$ cat config.mk
export PLATFORM = sky130hd
export DESIGN_NAME = mmio_peripheral_flat
export DESIGN_NICKNAME = d
export VERILOG_FILES = /design/src/rtl/mmio_pkg.sv /design/src/rtl/mmio_if.sv /design/src/rtl/mmio_timer.sv /design/src/rtl/mmio_peripheral.sv /design/src/flat_wrapper.sv
export SDC_FILE = /design/constraint.sdc
export NUM_CORES = 1
export LEC_CHECK = 0
export ABC_AREA = 1
export BUFFER_PORTS_ARGS = -buffer_cell sky130_fd_sc_hd__buf_2
export CORE_AREA = 4 4 81 159
export DETAILED_ROUTE_END_ITERATION = 7
export DIE_AREA = 0 0 85 163
export PLACE_DENSITY = 0.76
export SLEW_MARGIN = 20
export SYNTH_ARGS = -nofsm -noshare
export SYNTH_HDL_FRONTEND = slang
export SYNTH_SLANG_ARGS = --single-unit
$ cat constraint.sdc
create_clock -name clk -period 1.7 [get_ports clk]
set_input_delay 0.17 -clock clk [delete_from_list [all_inputs] [get_ports clk]]
set_output_delay 0.17 -clock clk [all_outputs]
set_load 0.05 [all_outputs]
$ cat src/rtl/mmio_pkg.sv
// Shared definitions for the memory-mapped peripheral: register offsets,
// TCON bit positions, default window base and the offset decoder.
package mmio_pkg;

  localparam logic [31:0] DEFAULT_BASE_ADDR = 32'h4000_0000;

  localparam logic [7:0] TH_OFS      = 8'h00;
  localparam logic [7:0] TL_OFS      = 8'h04;
  localparam logic [7:0] TCON_OFS    = 8'h08;
  localparam logic [7:0] LED_OFS     = 8'h0C;
  localparam logic [7:0] DIGI_OFS    = 8'h10;
  localparam logic [7:0] SYSTICK_OFS = 8'h14;

  localparam int TCON_EN = 0;
  localparam int TCON_IE = 1;
  localparam int TCON_ST = 2;

  typedef enum logic [2:0] {
    SEL_TH,
    SEL_TL,
    SEL_TCON,
    SEL_LED,
    SEL_DIGI,
    SEL_SYSTICK,
    SEL_NONE
  } reg_sel_e;

  // Decodes a word index (offset bits [7:2]); byte lanes never matter here.
  function automatic reg_sel_e decode_word(input logic [5:0] word);
    reg_sel_e sel;
    sel = SEL_NONE;
    if (word == TH_OFS[7:2])           sel = SEL_TH;
    else if (word == TL_OFS[7:2])      sel = SEL_TL;
    else if (word == TCON_OFS[7:2])    sel = SEL_TCON;
    else if (word == LED_OFS[7:2])     sel = SEL_LED;
    else if (word == DIGI_OFS[7:2])    sel = SEL_DIGI;
    else if (word == SYSTICK_OFS[7:2]) sel = SEL_SYSTICK;
    return sel;
  endfunction

endpackage

$ cat src/rtl/mmio_if.sv
// CPU data-memory port as seen by the peripheral window.
interface mmio_if;
  logic [31:0] Address;
  logic [31:0] Write_data;
  logic        MemRead;
  logic        MemWrite;
  logic [31:0] Read_data;
  logic        hit;

  modport master (output Address, Write_data, MemRead, MemWrite,
                  input  Read_data, hit);
  modport slave  (input  Address, Write_data, MemRead, MemWrite,
                  output Read_data, hit);
endinterface

$ cat src/rtl/mmio_timer.sv
// Reloadable 32-bit timer: TH reload, TL counter, TCON enable/irq-enable/status,
// including the same-cycle priority between CPU writes and timer events.
module mmio_timer
  import mmio_pkg::*;
(
  input  logic        clk,
  input  logic        reset,
  input  logic        wr_th,
  input  logic        wr_tl,
  input  logic        wr_tcon,
  input  logic [31:0] wdata,
  output logic [31:0] th,
  output logic [31:0] tl,
  output logic [2:0]  tcon
);

  logic overflow;
  logic set_status;

  assign overflow   = tcon[TCON_EN] && (tl == 32'hFFFF_FFFF);
  assign set_status = overflow && tcon[TCON_IE];

  // Reload reads the old TH, so a same-cycle TH write only affects later reloads.
  always_ff @(posedge clk or negedge reset) begin
    if (!reset) begin
      th   <= '0;
      tl   <= '0;
      tcon <= '0;
    end else begin
      if (wr_th)
        th <= wdata;

      if (wr_tl)
        tl <= wdata;
      else if (overflow)
        tl <= th;
      else if (tcon[TCON_EN])
        tl <= tl + 32'd1;

      // A timer-raised status cannot be lost to a software clear in the same cycle.
      if (wr_tcon)
        tcon <= {set_status | wdata[2], wdata[1:0]};
      else if (set_status)
        tcon[TCON_ST] <= 1'b1;
    end
  end

endmodule

$ cat src/rtl/mmio_peripheral.sv
// Peripheral window beside DataMemory: timer, LED, 7-segment and cycle counter.
// Define MMIO_SYSTICK_EN to build the SYSTICK counter at offset 0x14.
module mmio_peripheral
  import mmio_pkg::*;
#(
  parameter logic [31:0] BASE_ADDR = DEFAULT_BASE_ADDR
) (
  input  logic        clk,
  input  logic        reset,
  mmio_if.slave       bus,
  output logic        irq,
  output logic [7:0]  leds,
  output logic [11:0] digi
);

  reg_sel_e    sel;
  logic        wr_en;
  logic [31:0] th;
  logic [31:0] tl;
  logic [2:0]  tcon;
  logic [31:0] rdata;
  logic        unused_byte_lane;

  assign unused_byte_lane = ^bus.Address[1:0];

  assign bus.hit = (bus.Address[31:8] == BASE_ADDR[31:8]);
  assign sel     = decode_word(bus.Address[7:2]);
  assign wr_en   = bus.MemWrite && bus.hit;

  mmio_timer u_timer (
    .clk     (clk),
    .reset   (reset),
    .wr_th   (wr_en && (sel == SEL_TH)),
    .wr_tl   (wr_en && (sel == SEL_TL)),
    .wr_tcon (wr_en && (sel == SEL_TCON)),
    .wdata   (bus.Write_data),
    .th      (th),
    .tl      (tl),
    .tcon    (tcon)
  );

  assign irq = tcon[TCON_ST] & tcon[TCON_IE];

  always_ff @(posedge clk or negedge reset) begin
    if (!reset) begin
      leds <= '0;
      digi <= '0;
    end else if (wr_en) begin
      if (sel == SEL_LED)
        leds <= bus.Write_data[7:0];
      if (sel == SEL_DIGI)
        digi <= bus.Write_data[11:0];
    end
  end

`ifdef MMIO_SYSTICK_EN
  logic [31:0] systick;

  always_ff @(posedge clk or negedge reset) begin
    if (!reset)
      systick <= '0;
    else
      systick <= systick + 32'd1;
  end
`endif

  // Zero unless a load hits a mapped register; matches DataMemory's 0-cycle read.
  always_comb begin
    rdata = '0;
    if (bus.MemRead && bus.hit) begin
      case (sel)
        SEL_TH:      rdata = th;
        SEL_TL:      rdata = tl;
        SEL_TCON:    rdata = {29'd0, tcon};
        SEL_LED:     rdata = {24'd0, leds};
        SEL_DIGI:    rdata = {20'd0, digi};
`ifdef MMIO_SYSTICK_EN
        SEL_SYSTICK: rdata = systick;
`else
        SEL_SYSTICK: rdata = '0;
`endif
        default:     rdata = '0;
      endcase
    end
  end

  assign bus.Read_data = rdata;

endmodule

$ cat src/flat_wrapper.sv
// flat-port wrapper written by rule: the top's interface ports become plain ports
module mmio_peripheral_flat import mmio_pkg::*;
#(
  parameter logic [31:0] BASE_ADDR = DEFAULT_BASE_ADDR
)
  (clk, reset, irq, leds, digi, bus_Address, bus_Write_data, bus_MemRead, bus_MemWrite, bus_Read_data, bus_hit);
  mmio_if bus_i ();
  input  logic clk;
  input  logic reset;
  output logic irq;
  output logic [7:0] leds;
  output logic [11:0] digi;
  input wire logic [$bits(bus_i.Address)-1:0] bus_Address;
  input wire logic [$bits(bus_i.Write_data)-1:0] bus_Write_data;
  input wire logic [$bits(bus_i.MemRead)-1:0] bus_MemRead;
  input wire logic [$bits(bus_i.MemWrite)-1:0] bus_MemWrite;
  output wire logic [$bits(bus_i.Read_data)-1:0] bus_Read_data;
  output wire logic [$bits(bus_i.hit)-1:0] bus_hit;
  assign bus_i.Address = bus_Address;
  assign bus_i.Write_data = bus_Write_data;
  assign bus_i.MemRead = bus_MemRead;
  assign bus_i.MemWrite = bus_MemWrite;
  assign bus_Read_data = bus_i.Read_data;
  assign bus_hit = bus_i.hit;
  mmio_peripheral #(.BASE_ADDR(BASE_ADDR)) u_core (.clk(clk), .reset(reset), .bus(bus_i), .irq(irq), .leds(leds), .digi(digi));
endmodule
### Word level (Yosys, flattened, before mapping)

Index checks and enable logic that the tools add are counted.

| word-level totals | value |
|---|---|
| bits in registers | 87 |
| output and inout port bits | 54 |
| bits of input ports | 68 |
| word-level logic and storage cells | 46 |

| operators by class | value |
|---|---|
| add/subtract/negate cells | 1 |
| bitwise logic cells | 2 |
| multiplexer cells | 13 |
| reductions and logical operators | 13 |
| equality and inequality tests | 11 |

Operators by type and width:

| operator | number |
|---|---|
| $pmux W32 S5 | 1 |
| $mux W32 | 4 |
| $add A32 B1 Y32 const B | 1 |
| $eq A32 B32 Y1 const B | 1 |
| $eq A24 B23 Y1 const B | 1 |
| $mux W3 | 5 |
| $eq A6 B2 Y1 const B | 2 |
| $eq A6 B3 Y1 const B | 2 |
| $logic_and A1 B1 Y1 | 7 |
| $eq A3 B2 Y1 const B | 2 |
| $eq A6 B1 Y1 const B | 1 |
| $logic_not A6 Y1 | 1 |
| $reduce_and A2 Y1 | 2 |
| $eq A3 B1 Y1 const B | 1 |
| $eq A3 B3 Y1 const B | 1 |
| $logic_not A3 Y1 | 1 |
| $reduce_bool A3 Y1 | 1 |
| $mux W1 | 2 |
| $mux W2 | 1 |
| $reduce_bool A2 Y1 | 1 |
| $and A1 B1 Y1 | 1 |
| $or A1 B1 Y1 | 1 |

### Logic depth before layout (Yosys ltp)

| depth | value |
|---|---|
| depth after elaboration | 10 |
| gate-level depth with buffers | 12 |
| mapped depth without buffers | 11 |

### Hierarchy

Synthesis repeated with hierarchy kept, for this count alone.

| unflattened totals | value |
|---|---|
| cells, all modules | 857 |
| area total of the unflattened synthesis | 5,890.6 um^2 |

By module, submodules not included:

| module | seq. area each (um^2) | times used | cells each | area an instance (um^2) |
|---|---|---|---|---|
| mmio_timer | 1,676.6 | 1 | 578 | 4,120.2 |
| mmio_peripheral | 500.5 | 1 | 279 | 1,770.4 |

### Worst setup path before layout

No wires, ideal clock.

| path | value |
|---|---|
| path type | input-to-output |
| start | input bus_Address[23] |
| end | output bus_Read_data[7] |
| buffers on the path | 1 |
| arrival time | 2.596 ns |
| required time | 1.530 ns |
| slack | -1.066 ns |
| stages | 8 |
| path through | nor2_1 > nand2_1 > nor2_1 > nand2_1 > nor2_1 > nand3_1 > clkbuf_1 > a41oi_1 |

| between the ends | value |
|---|---|
| word-level cells in the longest chain between the ends | 3 |

RTL lines:

| item | line | source |
|---|---|---|
| start: declaration | flat_wrapper.sv:13 | `input wire logic [$bits(bus_i.Address)-1:0] bus_Address;` |
| $eq A24 B23 Y1 | mmio_peripheral.sv:26 | `assign bus.hit = (bus.Address[31:8] == BASE_ADDR[31:8]);` |
| via bus_hit | flat_wrapper.sv:18 | `output wire logic [$bits(bus_i.hit)-1:0] bus_hit;` |
| $logic_and A1 B1 Y1 | mmio_peripheral.sv:70 | `if (bus.MemRead && bus.hit) begin` |
| $mux W32 | mmio_peripheral.sv:70 |  |
| end: declaration | flat_wrapper.sv:17 | `output wire logic [$bits(bus_i.Read_data)-1:0] bus_Read_data;` |

The timed path passes the listed nets, and every way through them passes these cells.

### Final worst setup path

| path | value |
|---|---|
| start | register u_core.u_timer.tl[0] |
| end | register u_core.u_timer.tl[15] |

| between the ends | value |
|---|---|
| word-level cells in the longest chain between the ends | 4 |
| elaborated cells between the ends (all ways) | 7 |
| classes of those cells | add/sub: 1; eq/ne: 1; mux: 3; reduce/logical: 2 |

RTL lines:

| item | line | source |
|---|---|---|
| start: declaration | mmio_timer.sv:13 | `output logic [31:0] tl,` |
| start signal: assignment | mmio_timer.sv:34 | `tl <= wdata;` |
| start signal: assignment | mmio_timer.sv:36 | `tl <= th;` |
| start signal: assignment | mmio_timer.sv:38 | `tl <= tl + 32'd1;` |
| $add A32 B1 Y32 or $eq A32 B32 Y1 (tied branches) | mmio_timer.sv:38, mmio_timer.sv:20 |  |
| $mux W32 or $logic_and A1 B1 Y1 (tied branches) | mmio_timer.sv:37, mmio_timer.sv:20 |  |
| $mux W32 | mmio_timer.sv:35 | `else if (overflow)` |
| $mux W32 | mmio_timer.sv:33 | `if (wr_tl)` |

Parallel ways exist; a longest one is shown, timed or not. The select of a mux whose other input is x is not followed.
A chain may end at the register's enable or synchronous reset.

==> run_results.csv <==
group,metric,value,unit
run_status,status,"complete, but fails checks",
run_status,violations,"negative setup slack",
yosys,syn-cell-area,5717,um2
layout,fin_nets,1150,
layout,fin_cells,1231,
floorplan,placementRows,56,
hold_path,hp-class,"in -> reg",
grt,grt_max_degree,44,
layout,layout_common_cells,"335 x nand2_1, 104 x nand3_1, 96 x buf_4",
layout,antenna_cells,0,
yosys,yosys-top-cells-area,"dfrtp_1 38%, nand2_1 23%, nand3_1 9.5%",
clock_network,path_clk_slew,70,ps
timing,tns,-255.2,ps
yosys,synth.top_cell.area_share,38.08,%
yosys,avgSynthCellArea,6.533,um2
worst_setup_path,path_max_fanout,13,
floorplan,core,11700,um2
power_and_ir_drop,p_int,3479,uW
worst_setup_path,critPathLaunchType,"flip-flop",
floorplan,start_util,48.86,%
layout,final_common_cell,"nand2_1",
power_and_ir_drop,p_total,4525,uW
clock_network,clock_sinks,87,
routing,drtPass1Iterations,6,
power_and_ir_drop,peakVddDrop,0.6722,mV
worst_setup_path,critical-path-slowest-cell,"dfrtp_1",
routing,drc,0,
placement,port-buffer-count,119,
yosys,yosys.area.top_type,"dfrtp_1",
flow_run,max_cap_viol_count,0,
worst_setup_path,r2r_cells,11,
placement,dp.cells,1200,
clock_network,clk_path_buf_depth,2,
grt,overflow,0,
power_and_ir_drop,p_sw_share,23.11,%
placement,place.gp.congestion,0.9115,
timing,skew,8.314,ps
power_and_ir_drop,p_per_area,523.1,nW/um2
timing,fmax,573.9,MHz
layout,syn2layout_area_growth,51.32,%
worst_setup_path,path_common_cell,"nand2_1",
yosys,synth_nets,944,
timing,rsz0062_at_grt,"true",
layout,drive_above_1_share,33.43,%
layout,final_area,8651,um2
timing,relSlewSlack,74.85,%
grt,antenna_found_initial,0,
layout,utilization,73.93,%
power_and_ir_drop,pwr-share-seq,45.7,%
timing,fin_crit_sh,102.5,%
yosys,ys_warn_count,0,
worst_setup_path,reg2reg_from,"u_core.u_timer.tl[0]",
grt,grt_pass1_wl,32.48,mm
worst_setup_path,cp-startpoint,"u_core.u_timer.tl[0]",
routing,drt-initial-drc-count,593,
placement,place_area,7585,um2
timing,hold_violations,0,
floorplan,die_h,163,um
power_and_ir_drop,p_leak,0.004124,uW
clock_network,clock_latency,350,ps
floorplan,num_io_pins,122,
worst_setup_path,crit_type,"reg -> reg",
worst_setup_path,r2r_setup_slack,-40,ps
yosys,synth_seq_cells,87,
floorplan,fp.dieW,85,um
routing,finalWirelength,21.77,mm
grt,grt_pass1_vias,6908,
power_and_ir_drop,combPwrFrac,6.0,%
placement,dpl.hpwl,14.69,mm
worst_setup_path,crit_path_cell_trace,"ha_2 > nand2_2 > nor2_4 > nand2_4 > nor2_4 > nand3_4 > buf_6 > nand2_1 > nand2_1 > nand2_1 > nand3_1",
power_and_ir_drop,p_clk_share,48.2,%
power_and_ir_drop,p_switching,1046,uW
yosys,async_flop_share,100.0,%
worst_setup_path,endpoint_kind,"flip-flop",
yosys,synthCells,875,
routing,avgViaCountPerCell,5.618,
clock_network,htreeDepth,3,
worst_setup_path,reg2reg_to,"u_core.u_timer.tl[15]",
yosys,synth.distinct_cells,31,
timing,layout_setup_ws,-42.34,ps
yosys,synth_enable_flop_cells,0,
clock_network,cts_root_buffer,"clkbuf_16",
routing,drtAntennaViolNets,0,
worst_setup_path,crit_required,1930,ps
clock_network,cts_buffers,9,
timing,worst_pin_slew,377.2,ps
timing,finalCriticalPeriod,1742,ps
worst_setup_path,critPathMaxStageDelay,390,ps
yosys,synth_ff_type,"dfrtp_1",
timing,finalMaxSlewViolations,0,
worst_setup_path,arrival,1970,ps
floorplan,dieArea,13860,um2
routing,avgRoutedWirePerCell,17.69,um
worst_setup_path,endpoint,"u_core.u_timer.tl[15]",
routing,num_vias,6916,
timing,setup_violations,16,
yosys,ys_seq_area_share,38.08,%
clock_network,cts_tree,"built",
grt,track_usage,29.37,%
## critical path, delay by kind of cell, from the launching register on
| family | cells | cell delay, ps |
|---|---|---|
| buffers and inverters | 1 | 170 |
| AND/OR/NAND/NOR | 9 | 850 |
| flip-flops | 1 | 390 |
| adder cells (fa/ha/maj) | 1 | 220 |
## power by group through the flow
stage               clock [uW]  sequential, uW  combinational (uW)
detailed placement           0            2110                 210
CTS                       2200            2070                 212
global placement             0            2110                 207
floorplan                    0            2110                37.7
finish                    2180            2070                 273
global route              2270            2070                 295
## layer usage
metal | share of wire (%) | vias up | track usage [%]
met3 | 5.3 | 136 | 3.595
met1 | 33 | 3221 | 29.47
met2 | 54 | 345 | 56.20
li1 | - | 3214 | -
met4 | 7.6 | 0 | 16.86
met5 | 0 | - | 0
## worst min path at each step
stage / slack (ps) / endpoint / cells past startpoint / from
floorplan: -130 / u_core.digi[0] / 0 / reset
global placement: 100 / u_core.u_timer.th[23] / 1 / reset
detailed placement: 100 / u_core.u_timer.th[23] / 1 / reset
CTS: 60 / u_core.u_timer.tl[24] / 3 / bus_Write_data[24]
global route: 80 / u_core.u_timer.tl[15] / 3 / bus_Write_data[15]
finish: 60 / u_core.u_timer.tl[5] / 3 / bus_Write_data[5]
## Yosys cell counts, types with 7 or more instances
library cell,count
o21ai_1,13
nand4_1,11
nor2_1,84
xnor2_1,9
clkbuf_1,26
buf_2,8
nor2_2,7
o21ai_0,24
a22oi_1,24
inv_1,71
nand2_1,351
dfrtp_1,87
a31oi_1,9
nand3b_1,8
nand3_1,109
## sequential cells by signal, indices dropped and copies added, names as in the netlist
name                 cells
u_core.u_timer.tl       32
u_core.leds              8
u_core.u_timer.tcon      3
u_core.digi             12
u_core.u_timer.th       32
## through the flow
step / worst slack, ps / hold WS (ps)
2_1_floorplan: -96.76 / -125.6
3_3_place_gp: -46.78 / 97.94
3_5_place_dp: -78.24 / 97.10
4_1_cts: 0.7692 / 59.44
5_1_grt: -164.3 / 75.06
6_report: -42.34 / 64.94
## kinds of logic (layout without fill, tap and decap cells)
family	after synthesis	after routing	synth area share (%)
AOI/OAI and AO/OA	78	78	8.426
xor gates and xnor gates	13	13	1.992
adders and majority gates	1	1	0.2188
buffers and inverters	114	325	8.076
DFF	87	87	38.08
and+or+nand+nor	582	582	43.20
## cell type report
class                           count  area, um2
Multi-Input combinational cell    674       3712
Sequential cell                    87       2177
Fill cell                         834       3050
Clock inverter                      7      95.09
Timing Repair Buffer              232       1964
Clock buffer                        9      225.2
Inverter                           77      295.3
Tap cell                          145      181.4
## timing repair
item	CTS	global route
gates cloned	0	5
hold buffers	1	0
setup buffers	0	9
endpoints found under the hold margin	22	0
pin swaps	1	35
setup endpoints to repair	36	64
resized for setup	54	100
Note: power is estimated with default switching activity, not from simulation.
